==> src/rtl/transconv_seq_if.sv <==
// Bundle of handshake and datapath-control signals for the transposed
// convolution sequencer. The controller connects through the slave modport;
// whatever drives layers and pixels (and watches the datapath strobes)
// connects through the master modport.
// Optional feature macro: TRANSCONV_SEQ_PERF_EN adds the stall_cnt counter.

interface transconv_seq_if;

    logic        start;
    logic [7:0]  cfg_width;
    logic [7:0]  cfg_height;
    logic        in_valid;
    logic        in_ready;
    logic        dp_rw;
    logic        dp_hop;
    logic        dp_flip;
    logic [7:0]  dp_width;
    logic        out_valid;
    logic        busy;
    logic        done;
`ifdef TRANSCONV_SEQ_PERF_EN
    logic [15:0] stall_cnt;
`endif

`ifdef TRANSCONV_SEQ_PERF_EN
    modport master (
        output start, cfg_width, cfg_height, in_valid,
        input  in_ready, dp_rw, dp_hop, dp_flip, dp_width,
        input  out_valid, busy, done, stall_cnt
    );

    modport slave (
        input  start, cfg_width, cfg_height, in_valid,
        output in_ready, dp_rw, dp_hop, dp_flip, dp_width,
        output out_valid, busy, done, stall_cnt
    );
`else
    modport master (
        output start, cfg_width, cfg_height, in_valid,
        input  in_ready, dp_rw, dp_hop, dp_flip, dp_width,
        input  out_valid, busy, done
    );

    modport slave (
        input  start, cfg_width, cfg_height, in_valid,
        output in_ready, dp_rw, dp_hop, dp_flip, dp_width,
        output out_valid, busy, done
    );
`endif

endinterface

==> src/rtl/transconv_seq.sv <==
// Layer sequencer for a transposed-convolution datapath with a ping-pong
// line buffer. Each input row is written into one half of the buffer
// (WRITE), then read back for 2*width cycles (READ) while the datapath
// upsamples it; after the last row one more 2*width read pass drains the
// pipeline (FLUSH). dp_flip swaps the buffer halves between rows.
// Optional feature macro: TRANSCONV_SEQ_PERF_EN adds a saturating count of
// WRITE cycles spent waiting for input pixels (stall_cnt).

module transconv_seq #(
    parameter int MAX_WIDTH = 128
) (
    input  logic           clk,
    input  logic           rst,
    transconv_seq_if.slave bus
);

    typedef enum logic [1:0] {
        IDLE  = 2'd0,
        WRITE = 2'd1,
        READ  = 2'd2,
        FLUSH = 2'd3
    } state_t;

    // Widest row the line buffer can hold while still double-buffering.
    localparam logic [8:0] HALF_WIDTH = 9'(MAX_WIDTH / 2);

    state_t     state;
    state_t     state_n;

    logic [7:0] width_q;
    logic [7:0] height_q;
    logic [8:0] col_cnt;
    logic [8:0] row_cnt;
    logic [8:0] rd_cnt;
    logic       flip_q;
    logic       out_valid_q;

    logic [8:0] width_ext;
    logic [8:0] height_ext;
    logic [8:0] col_last;
    logic [8:0] rd_last;
    logic       cfg_ok;

    logic       start_accept;
    logic       pix_accept;
    logic       row_end;
    logic       rd_end;
    logic       flip_toggle;
    logic       ready_c;
    logic       rw_c;
    logic       hop_c;
    logic       done_c;

    assign width_ext  = {1'b0, width_q};
    assign height_ext = {1'b0, height_q};
    assign col_last   = width_ext - 9'd1;
    assign rd_last    = (width_ext << 1) - 9'd1;

    assign cfg_ok = (bus.cfg_width != 8'd0)
                 && ({1'b0, bus.cfg_width} <= HALF_WIDTH)
                 && (bus.cfg_height != 8'd0);

    // State register; reset drops any layer in progress without a done pulse.
    always_ff @(posedge clk or negedge rst) begin
        if (!rst) begin
            state <= IDLE;
        end else begin
            state <= state_n;
        end
    end

    // Next-state decode plus the combinational handshake and datapath strobes.
    always_comb begin
        state_n      = state;
        start_accept = 1'b0;
        pix_accept   = 1'b0;
        row_end      = 1'b0;
        rd_end       = 1'b0;
        flip_toggle  = 1'b0;
        ready_c      = 1'b0;
        rw_c         = 1'b0;
        hop_c        = 1'b0;
        done_c       = 1'b0;

        case (state)
            IDLE: begin
                if (bus.start && cfg_ok) begin
                    start_accept = 1'b1;
                    state_n      = WRITE;
                end
            end

            WRITE: begin
                ready_c = 1'b1;
                rw_c    = bus.in_valid;
                hop_c   = bus.in_valid;
                if (bus.in_valid) begin
                    pix_accept = 1'b1;
                    if (col_cnt == col_last) begin
                        row_end = 1'b1;
                        state_n = READ;
                    end
                end
            end

            READ: begin
                if (rd_cnt == rd_last) begin
                    rd_end = 1'b1;
                    if (row_cnt == height_ext) begin
                        state_n = FLUSH;
                    end else begin
                        flip_toggle = 1'b1;
                        state_n     = WRITE;
                    end
                end
            end

            FLUSH: begin
                if (rd_cnt == rd_last) begin
                    rd_end      = 1'b1;
                    flip_toggle = 1'b1;
                    done_c      = 1'b1;
                    state_n     = IDLE;
                end
            end

            default: begin
                state_n = IDLE;
            end
        endcase
    end

    // Layer configuration and the column/row/read counters that pace the FSM.
    always_ff @(posedge clk or negedge rst) begin
        if (!rst) begin
            width_q  <= 8'd0;
            height_q <= 8'd0;
            col_cnt  <= 9'd0;
            row_cnt  <= 9'd0;
            rd_cnt   <= 9'd0;
            flip_q   <= 1'b0;
        end else if (start_accept) begin
            width_q  <= bus.cfg_width;
            height_q <= bus.cfg_height;
            col_cnt  <= 9'd0;
            row_cnt  <= 9'd0;
            rd_cnt   <= 9'd0;
            flip_q   <= 1'b0;
        end else begin
            if (pix_accept) begin
                col_cnt <= row_end ? 9'd0 : col_cnt + 9'd1;
            end
            if (row_end) begin
                row_cnt <= row_cnt + 9'd1;
            end
            if ((state == READ) || (state == FLUSH)) begin
                rd_cnt <= rd_end ? 9'd0 : rd_cnt + 9'd1;
            end
            if (flip_toggle) begin
                flip_q <= ~flip_q;
            end
        end
    end

    // out_valid lags the read phases by one cycle to line up with the
    // registered pixel coming out of the datapath.
    always_ff @(posedge clk or negedge rst) begin
        if (!rst) begin
            out_valid_q <= 1'b0;
        end else begin
            out_valid_q <= (state == READ) || (state == FLUSH);
        end
    end

`ifdef TRANSCONV_SEQ_PERF_EN
    logic [15:0] stall_q;

    // Counts WRITE cycles with no pixel offered; sticks at all-ones.
    always_ff @(posedge clk or negedge rst) begin
        if (!rst) begin
            stall_q <= 16'd0;
        end else if (start_accept) begin
            stall_q <= 16'd0;
        end else if ((state == WRITE) && !bus.in_valid && (stall_q != 16'hFFFF)) begin
            stall_q <= stall_q + 16'd1;
        end
    end

    assign bus.stall_cnt = stall_q;
`endif

    assign bus.in_ready  = ready_c;
    assign bus.dp_rw     = rw_c;
    assign bus.dp_hop    = hop_c;
    assign bus.dp_flip   = flip_q;
    assign bus.dp_width  = width_q;
    assign bus.out_valid = out_valid_q;
    assign bus.busy      = (state != IDLE);
    assign bus.done      = done_c;

endmodule

==> src/flat_wrapper.sv <==
// flat-port wrapper written by rule: the top's interface ports become plain ports
module transconv_seq_flat 
#(
    parameter int MAX_WIDTH = 128
)
  (clk, rst, bus_start, bus_cfg_width, bus_cfg_height, bus_in_valid, bus_in_ready, bus_dp_rw, bus_dp_hop, bus_dp_flip, bus_dp_width, bus_out_valid, bus_busy, bus_done);
  transconv_seq_if bus_i ();
  input  logic clk;
  input  logic rst;
  input wire logic [$bits(bus_i.start)-1:0] bus_start;
  input wire logic [$bits(bus_i.cfg_width)-1:0] bus_cfg_width;
  input wire logic [$bits(bus_i.cfg_height)-1:0] bus_cfg_height;
  input wire logic [$bits(bus_i.in_valid)-1:0] bus_in_valid;
  output wire logic [$bits(bus_i.in_ready)-1:0] bus_in_ready;
  output wire logic [$bits(bus_i.dp_rw)-1:0] bus_dp_rw;
  output wire logic [$bits(bus_i.dp_hop)-1:0] bus_dp_hop;
  output wire logic [$bits(bus_i.dp_flip)-1:0] bus_dp_flip;
  output wire logic [$bits(bus_i.dp_width)-1:0] bus_dp_width;
  output wire logic [$bits(bus_i.out_valid)-1:0] bus_out_valid;
  output wire logic [$bits(bus_i.busy)-1:0] bus_busy;
  output wire logic [$bits(bus_i.done)-1:0] bus_done;
  assign bus_i.start = bus_start;
  assign bus_i.cfg_width = bus_cfg_width;
  assign bus_i.cfg_height = bus_cfg_height;
  assign bus_i.in_valid = bus_in_valid;
  assign bus_in_ready = bus_i.in_ready;
  assign bus_dp_rw = bus_i.dp_rw;
  assign bus_dp_hop = bus_i.dp_hop;
  assign bus_dp_flip = bus_i.dp_flip;
  assign bus_dp_width = bus_i.dp_width;
  assign bus_out_valid = bus_i.out_valid;
  assign bus_busy = bus_i.busy;
  assign bus_done = bus_i.done;
  transconv_seq #(.MAX_WIDTH(MAX_WIDTH)) u_core (.clk(clk), .rst(rst), .bus(bus_i));
endmodule
==> config.mk <==
export PLATFORM = sky130hd
export DESIGN_NAME = transconv_seq_flat
export DESIGN_NICKNAME = d
export VERILOG_FILES = /design/src/rtl/transconv_seq_if.sv /design/src/rtl/transconv_seq.sv /design/src/flat_wrapper.sv
export SDC_FILE = /design/constraint.sdc
export NUM_CORES = 1
export LEC_CHECK = 0
export BUFFER_PORTS_ARGS = -buffer_cell sky130_fd_sc_hd__clkbuf_2
export CAP_MARGIN = 20
export CORE_MARGIN = 8
export CORE_UTILIZATION = 41
export CTS_BUF_LIST = sky130_fd_sc_hd__clkbuf_8
export CTS_CLUSTER_DIAMETER = 150
export DETAILED_ROUTE_END_ITERATION = 16
export GPL_ROUTABILITY_DRIVEN = 0
export GPL_TIMING_DRIVEN = 0
export MAX_ROUTING_LAYER = met4
export PLACE_DENSITY = 0.71
export SLEW_MARGIN = 20
export SYNTH_ARGS = -nofsm -noshare
export SYNTH_HDL_FRONTEND = slang
export SYNTH_SLANG_ARGS = --single-unit
==> constraint.sdc <==
create_clock -name clk -period 3.6 [get_ports clk]
set_input_delay 0.54 -clock clk [delete_from_list [all_inputs] [get_ports clk]]
set_output_delay 0.54 -clock clk [all_outputs]
set_load 0.01 [all_outputs]
==> impl_metrics.ini, run 1 <==
[run_status]
outcome = finished clean

[critical_path]
path_cells = inv_1 > ha_1 > or4b_4 > nor2_2 > o32ai_1 > nor4_1 > nand4_1 > nor3_1 > clkbuf_2
worstReg2RegStart = u_core.bus.dp_width[0]
rrSetupSlack_ns = 0.51
cp.required_ns = 3.06
worst_path_max_delay_cell = or4b_4
arrival_ns = 2.89
r2r_cells = 10
path_max_fanout = 7
criticalPathCategory = reg -> out
crit_path_start_kind = flop
cp.buffers_inverters = 2
end_kind = output pin
rr_endpoint = u_core.row_cnt[0]
slowest_delay_ns = 0.51
crit_family = simple AND/OR/NAND/NOR gates

[timing]
period_share_pct = 95.31
setup_viol = 0
setup_tns_ns = 0
worst_slack_ns = 0.1688
slew_violations = 0
fmax_mhz = 291.4
rsz0062_at_grt = false
worst_pin_slew_ns = 0.6492
relSlewSlack_pct = 56.72
period_minus_slack_ns = 3.431
finClkSkew_ns = 0.007714
finalHoldViolCount = 0

[routing]
vias_per_cell = 5.293
drtAntennaViolNets = 0
drt_iter0_drc = 98
drt-pass1-iter-count = 4
post-route-drc-count = 0
wire_per_inst_um = 14.91
vias = 2530
routed_wl_mm = 7.129

[die]
chipWidth_um = 99.60
core_area_um2 = 6794
die_area_um2 = 9919
start_util_pct = 42.17
io_pins = 35
row_count = 30
die_h_um = 99.60

[pwr]
power_leakage_nw = 1.614
ir_drop_v = 0.0003115
p_per_area_nw_per_um2 = 700.8

[worst_hold_path]
hold_class = in -> async

[finish]
syn2layout_area_growth_pct = 14.54
final_layout_size_suffix_gt1_share_pct = 15.71
fillerInstances = 664
final_cells = 478
layout.nets = 405
n_antenna_cell = 0

[cts]
cts_hold_buffers = 0
cts_tree = yes
clk_path_buf_depth = 2
root_buffer = clkbuf_8
cts-htree-levels = 2
path_clk_slew_ns = 0.09
insertion_delay_ns = 0.32
cts_inserted_buffers = 5
clock_sinks = 47

[synth]
synth_nets = 363
synth.area.top_cells = dfrtp_1 (41%), nand2_1 (9.4%), xor2_1 (5.8%), xnor2_1 (4.0%), nor2_1 (2.9%)
netlist.area_leader.share_pct = 41.05
synth-edff-count = 0
synthFlopType = dfrtp_1
synthMostInstantiatedCell = nand2_1
synthArstFlopShare_pct = 100.0
synthCells = 339
yosysSeqAreaShare_pct = 41.05
ys_top_cells_by_count = nand2_1 (72), dfrtp_1 (47), nor2_1 (22)
netlist_area_um2 = 2865
ys_warn_count = 0
avgSynthCellArea_um2 = 8.452
yosys_register_bits = 47
synth_cell_types = 49
yosys.area.top_type = dfrtp_1

[global_route]
top_usage_layer = met2
grt_pass1_vias = 2510
grt_pass1_wl_mm = 12.14
grt.overflow.total = 0
grt_use_met1_pct = 20.31
grt_usage_pct = 15.53
grtUsageMet2_pct = 23.81
grt_max_degree = 48
antenna_found_initial = 0
gr-usage-met3_pct = 2.374

[placement]
dpl.hpwl_mm = 5.280
dp.cells = 469
port_buffers = 34
dp_slack_ns = 0.3850

[job]
max-cap-violations = 0
==> cells by family after synthesis <==
group / count (synthesis) / share of synthesized area (%)
mux: 4 / 1.397
simple gates: 166 / 28.65
flops: 47 / 41.05
xor+xnor: 33 / 10.35
fa+ha+maj: 5 / 2.096
buf+inv: 31 / 4.759
compound gates: 53 / 11.70
==> timing repair <==
item                       4_1_cts  5_1_grt
setup endpoints to repair        0        1
resized for setup                0        0
buffers inserted                 0        1
==> layout by cell type, fill, tap and decap left out, types with 5 or more instances in the layout <==
master and n:
nand3_1 15, clkbuf_1 12, o21ai_0 16, clkbuf_2 33
inv_1 12, or4_1 6, a31oi_1 8, nor2_1 22
nor4_1 5, xor2_1 19, a21oi_1 11, xnor2_1 13
nand2_1 72, nand4_1 8, and3_1 8, nor3_1 5
dfrtp_1 47, clkbuf_8 5
==> flip-flops by register name, summed over array words and instances (netlist names) <==
signal	flops
u_core.col_cnt	9
u_core.height_q	8
u_core.row_cnt	9
u_core.bus.dp_flip	1
u_core.bus.out_valid	1
u_core.bus.dp_width	8
u_core.state	2
u_core.rd_cnt	9
==> worst max-delay path by stage <==
| stage | cells after the start | startpoint | to | slack [ns] |
|---|---|---|---|---|
| 5_1_grt | 9 | u_core.bus.dp_width[0] | bus_done | 0.003 |
| 4_1_cts | 9 | u_core.bus.dp_width[0] | bus_done | 0.03 |
| 6_report | 9 | u_core.bus.dp_width[0] | bus_done | 0.17 |
| 3_5_place_dp | 9 | u_core.bus.dp_width[0] | bus_done | 0.39 |
| 2_1_floorplan | 8 | u_core.bus.dp_width[0] | bus_done | 0.81 |
| 3_3_place_gp | 9 | u_core.bus.dp_width[0] | bus_done | 0.42 |
==> per-layer routing <==
layer	share of wire, %	vias to the layer above
met5	0	-
met1	48	1215
met4	1.3	0
met3	3.7	8
li1	-	1254
met2	47	53
==> cell type report <==
class	count	area [µm²]	area share [%]
inverter	12	45.04	1.372
clock buffer	5	68.82	2.097
buffer	19	91.34	2.783
tap	96	120.1	3.660
multi-input combinational	261	1553	47.31
clock inverter	3	47.55	1.449
timing repair buffer	35	180.2	5.490
sequential	47	1176	35.84
==> power breakdown <==
part	leakage (nW)	switching, W	internal (W)
sequential	0.582	0.000186	0.000685
clock	0.0587	0.000200	0.000211
combinational	0.974	0.000568	0.000450
total	1.61	0.000954	0.00135
==> stage by stage <==
step / hold WS (ns) / utilization, % / instance area, µm² / power [W]
floorplan: 0.2444 / - / 2865 / 0.001599
global placement: 0.4673 / 46.45 / 3156 / 0.001856
detailed placement: 0.4666 / 46.48 / 3158 / 0.001893
CTS: 0.2947 / 48.20 / 3274 / 0.002305
global route: 0.3170 / 48.31 / 3282 / 0.002488
finish: 0.2629 / 48.31 / 3282 / 0.002300
(Power assumes the default switching activity.)
==> run 2: changes to the inputs <==
--- a/config.mk
+++ b/config.mk
@@ -13,7 +13,6 @@
 export CTS_CLUSTER_DIAMETER = 150
 export DETAILED_ROUTE_END_ITERATION = 16
 export GPL_ROUTABILITY_DRIVEN = 0
-export GPL_TIMING_DRIVEN = 0
 export MAX_ROUTING_LAYER = met4
 export PLACE_DENSITY = 0.71
 export SLEW_MARGIN = 20
==> run 2 against run 1 <==
Register-to-register slack better by 0.10 ns; sequential share of layout area up 0.39 points; non-clock buffer count down 11; first-iteration DRC count up 58%; largest power group unchanged; routed wire length down 3.2%; global-route usage down 0.51 points; sequential power up 5.3%; clock power down 2%; die area unchanged; cell area down 1.1%.
==> impl_metrics.ini, run 2 (synthesis results as in run 1) <==
[run_status]
outcome = finished clean

[cts]
root_buffer = clkbuf_8
clk_path_buf_depth = 2
insertion_delay_ns = 0.31
clock_sinks = 47
cts_hold_buffers = 0
cts-htree-levels = 2
cts_inserted_buffers = 5
cts_tree = yes
path_clk_slew_ns = 0.10

[routing]
drtAntennaViolNets = 0
drt-pass1-iter-count = 4
drt_iter0_drc = 155
routed_wl_mm = 6.903
post-route-drc-count = 0
vias_per_cell = 5.261
wire_per_inst_um = 14.78
vias = 2457

[timing]
setup_tns_ns = 0
worst_slack_ns = 0.2946
finalHoldViolCount = 0
period_share_pct = 91.82
finClkSkew_ns = 0.01240
rsz0062_at_grt = false
worst_pin_slew_ns = 0.6787
slew_violations = 0
relSlewSlack_pct = 54.75
setup_viol = 0
fmax_mhz = 302.5
period_minus_slack_ns = 3.305

[finish]
top_regs = u_core.col_cnt: 9 flops, u_core.rd_cnt: 9 flops, u_core.row_cnt: 9 flops
n_antenna_cell = 0
fillerInstances = 662
layout.nets = 394
syn2layout_area_growth_pct = 13.32
final_layout_size_suffix_gt1_share_pct = 16.71
mostFrequentLayoutCells = nand2_1 (72), dfrtp_1 (47), clkbuf_2 (34)
layout_commonest_cell = nand2_1

[worst_hold_path]
hold_class = in -> async

[critical_path]
crit_path_start_kind = flop
cp.required_ns = 3.06
path_max_fanout = 7
end_kind = output pin
criticalPathCategory = reg -> out
arrival_ns = 2.77

[placement]
dp_slack_ns = 0.5973
port_buffers = 34
dpl.hpwl_mm = 5.040

[die]
row_count = 30
die_h_um = 99.60
io_pins = 35
start_util_pct = 42.17
die_area_um2 = 9919
core_area_um2 = 6794
chipWidth_um = 99.60

[global_route]
grt_usage_pct = 15.01
grt_pass1_wl_mm = 11.79
grt_max_degree = 29
grt.overflow.total = 0
antenna_found_initial = 0
grt_pass1_vias = 2486

[pwr]
ir_drop_v = 0.0003876
p_per_area_nw_per_um2 = 702.4
power_leakage_nw = 1.606

[job]
max-cap-violations = 0
run 2: changes by cell type in the layout (fill, tap and decap cells not counted), sizes merged:
cell and delta:
inv -1, buf +1, clkbuf -12, clkinv +1
run 2: critical path, cell delays in order (launching register included):
cell      delay (ns)
dfrtp_1         0.46
inv_1           0.10
ha_1            0.25
or4b_4          0.50
nor2_2          0.20
o32ai_1         0.10
nor4_1          0.19
nand4_1         0.27
nor3_1          0.22
clkbuf_2        0.17
run 2: repair_timing:
item,CTS,global route
setup endpoints to repair,0,1
resized for setup,0,0
buffers inserted,0,3
run 2: worst paths after layout:
check,startpoint,end,slack [ns],depth (start not counted)
min in group clk,bus_cfg_width[2],u_core.bus.dp_width[2],0.43,3
max reg2reg,u_core.bus.dp_width[0],u_core.rd_cnt[6],0.61,10
min reg2reg,u_core.row_cnt[8],u_core.row_cnt[8],0.48,1
min,rst,u_core.col_cnt[8],0.20,1
max in group asynchronous,rst,u_core.row_cnt[7],2.62,2
max,u_core.bus.dp_width[0],bus_done,0.29,9
run 2: metrics by stage:
step / instances / hold slack [ns] / total power (W) / util [%] / instance area (µm²)
finish: 467 / 0.1955 / 0.002281 / 47.79 / 3247
global route: 467 / 0.2123 / 0.002453 / 47.79 / 3247
CTS: 464 / 0.1983 / 0.002280 / 47.46 / 3224
detailed placement: 456 / 0.4695 / 0.001873 / 45.80 / 3112
global placement: 456 / 0.4673 / 0.001851 / 45.80 / 3112
floorplan: 339 / 0.2444 / 0.001599 / - / 2865
run 2: cell type report:
cell class	count	area, µm²	share of cell area [%]
tap	96	120.1	3.699
multi-input combinational	261	1555	47.90
sequential	47	1176	36.22
inverter	12	45.04	1.387
timing repair buffer	43	237.7	7.322
clock inverter	3	43.79	1.349
clock buffer	5	68.82	2.119
run 2: metal layers:
layer	track usage, %	share of wire [%]	up-vias
li1	-	-	1229
met1	19.91	49	1169
met2	22.52	45	53
met3	2.863	4.3	6
met4	4.773	1.2	0
met5	-	0	-
run 2: report_power, final:
group	internal (W)	switching, W	total, W	leakage [nW]
Sequential	0.000685	0.000232	0.000917	0.582
Combinational	0.000442	0.000519	0.000961	0.966
Clock	0.000207	0.000195	0.000403	0.0581
==> run 3: changes to the inputs <==
--- a/config.mk
+++ b/config.mk
@@ -8,13 +8,13 @@
 export BUFFER_PORTS_ARGS = -buffer_cell sky130_fd_sc_hd__clkbuf_2
 export CAP_MARGIN = 20
 export CORE_MARGIN = 8
-export CORE_UTILIZATION = 41
+export CORE_UTILIZATION = 60
 export CTS_BUF_LIST = sky130_fd_sc_hd__clkbuf_8
 export CTS_CLUSTER_DIAMETER = 150
 export DETAILED_ROUTE_END_ITERATION = 16
 export GPL_ROUTABILITY_DRIVEN = 0
 export MAX_ROUTING_LAYER = met4
-export PLACE_DENSITY = 0.71
+export PLACE_DENSITY = 0.93
 export SLEW_MARGIN = 20
 export SYNTH_ARGS = -nofsm -noshare
 export SYNTH_HDL_FRONTEND = slang
==> run 3 against run 2 <==
Critical path depth stayed put; hold slack better by 0.070 ns; clock power is 18% lower; first-iteration DRC count is 3.2% higher; via count is 1.6% higher; cell area is 3.2% lower; die area is 27% lower; power is 3.6% lower; utilization is 20 points higher; maximum frequency is 3.0% lower; clock skew is 0.0044 ns lower.
==> impl_metrics.ini, run 3 (synthesis results as in run 1) <==
[timing]
slew_violations = 0
setup_viol = 0
relSlewSlack_pct = 53.32
setup_tns_ns = 0
fmax_mhz = 293.4
worst_pin_slew_ns = 0.7002
period_minus_slack_ns = 3.409
finalHoldViolCount = 0
rsz0062_at_grt = false
period_share_pct = 94.69
finClkSkew_ns = 0.008034

[cts]
cts-htree-levels = 2
cts_tree = yes
insertion_delay_ns = 0.30
root_buffer = clkbuf_8
cts_inserted_buffers = 5
clock_sinks = 47
cts_resized = 0
cts_hold_buffers = 0
cts_setup_buffers = 0
path_clk_slew_ns = 0.09
clk_path_buf_depth = 2

[die]
chipWidth_um = 85.11
io_pins = 35
die_area_um2 = 7243
core_area_um2 = 4661
start_util_pct = 61.48
row_count = 25
die_h_um = 85.11

[finish]
final_layout_size_suffix_gt1_share_pct = 15.80
mostFrequentLayoutCells = nand2_1 (72), dfrtp_1 (47), clkbuf_2 (34)
layout.nets = 390
layout_commonest_cell = nand2_1
syn2layout_area_growth_pct = 9.694
top_regs = u_core.col_cnt: 9 flops, u_core.rd_cnt: 9 flops, u_core.row_cnt: 9 flops
fillerInstances = 368
n_antenna_cell = 0

[job]
max-cap-violations = 0

[pwr]
pwr-share-seq_pct = 41.6
ir_drop_v = 0.0005080
combPwrFrac_pct = 43.4
p_per_area_nw_per_um2 = 699.8
power_leakage_nw = 1.579
p_total_w = 0.002200
p_sw_share_pct = 42.68
power_switching_w = 0.0009387
p_int_w = 0.001261
clockPowerShare_pct = 15.0

[global_route]
grt_max_degree = 29
grt_pass1_vias = 2403
grt_usage_pct = 19.75
grt.overflow.total = 0
antenna_found_initial = 0
grt_pass1_wl_mm = 11.25

[routing]
drtAntennaViolNets = 0
drt_iter0_drc = 160
wire_per_inst_um = 15.47
vias = 2497
routed_wl_mm = 6.511
vias_per_cell = 5.931
post-route-drc-count = 0
drt-pass1-iter-count = 4

[critical_path]
rrSetupSlack_ns = 0.54
criticalPathCategory = reg -> out
crit_path_start_kind = flop
end_kind = output pin
cp.required_ns = 3.06
arrival_ns = 2.87
path_max_fanout = 7

[placement]
port_buffers = 34
dpl.hpwl_mm = 4.862

[run_status]
outcome = finished clean

[worst_hold_path]
hold_class = in -> async
run 3: area by class of cell:
class,instances,area (µm²),area share (%)
clock buffer,5,68.82,2.189
clock inverter,3,22.52,0.7166
inverter,12,45.04,1.433
multi-input combinational,261,1555,49.48
sequential,47,1176,37.42
tap,54,67.56,2.150
timing repair buffer,39,207.7,6.608
run 3: stage by stage:
step / utilization [%] / hold slack (ns) / setup slack (ns) / std cells / instance area, µm²
6_report: 67.44 / 0.2650 / 0.1912 / 421 / 3143
4_1_cts: 67.44 / 0.2861 / 0.1958 / 421 / 3143
3_3_place_gp: 65.48 / 0.4727 / 0.6599 / 413 / 3052
3_5_place_dp: 65.48 / 0.4846 / 0.5563 / 413 / 3052
5_1_grt: 67.44 / 0.3177 / 0.01488 / 421 / 3143
2_1_floorplan: - / 0.2444 / 0.8079 / 339 / 2865
run 3: power by group through the flow:
stage | registers (W) | logic [W] | clock network, W
floorplan | 0.000853 | 0.000746 | 0
CTS | 0.000908 | 0.000953 | 0.000337
finish | 0.000914 | 0.000954 | 0.000331
detailed placement | 0.000916 | 0.000944 | 0
global route | 0.000940 | 0.00107 | 0.000359
global placement | 0.000903 | 0.000906 | 0
run 3: worst paths after layout:
kind / from / to / cells after the start
setup / recovery: u_core.bus.dp_width[0] / bus_done / 9
hold reg to reg: u_core.bus.dp_flip / u_core.bus.dp_flip / 1
setup reg to reg: u_core.bus.dp_width[0] / u_core.row_cnt[5] / 9
min in group clk: bus_cfg_height[7] / u_core.height_q[7] / 3
hold / removal: rst / u_core.col_cnt[5] / 1
max in group asynchronous: rst / u_core.row_cnt[6] / 2
run 3: layer usage:
metal / GRT usage, % / share of wire [%] / vias to the layer above
met5: - / 0 / -
met4: 6.796 / 0.77 / 0
met3: 3.668 / 4.3 / 4
met2: 31.18 / 51 / 70
met1: 24.79 / 44 / 1195
li1: - / - / 1228
run 3: critical path: stages (launching register included):
cell      delay (ns)
dfrtp_1         0.47
inv_1           0.11
ha_1            0.25
or4b_4          0.50
nor2_2          0.20
o32ai_1         0.10
nor4_1          0.17
nand4_1         0.35
nor3_1          0.24
clkbuf_2        0.17
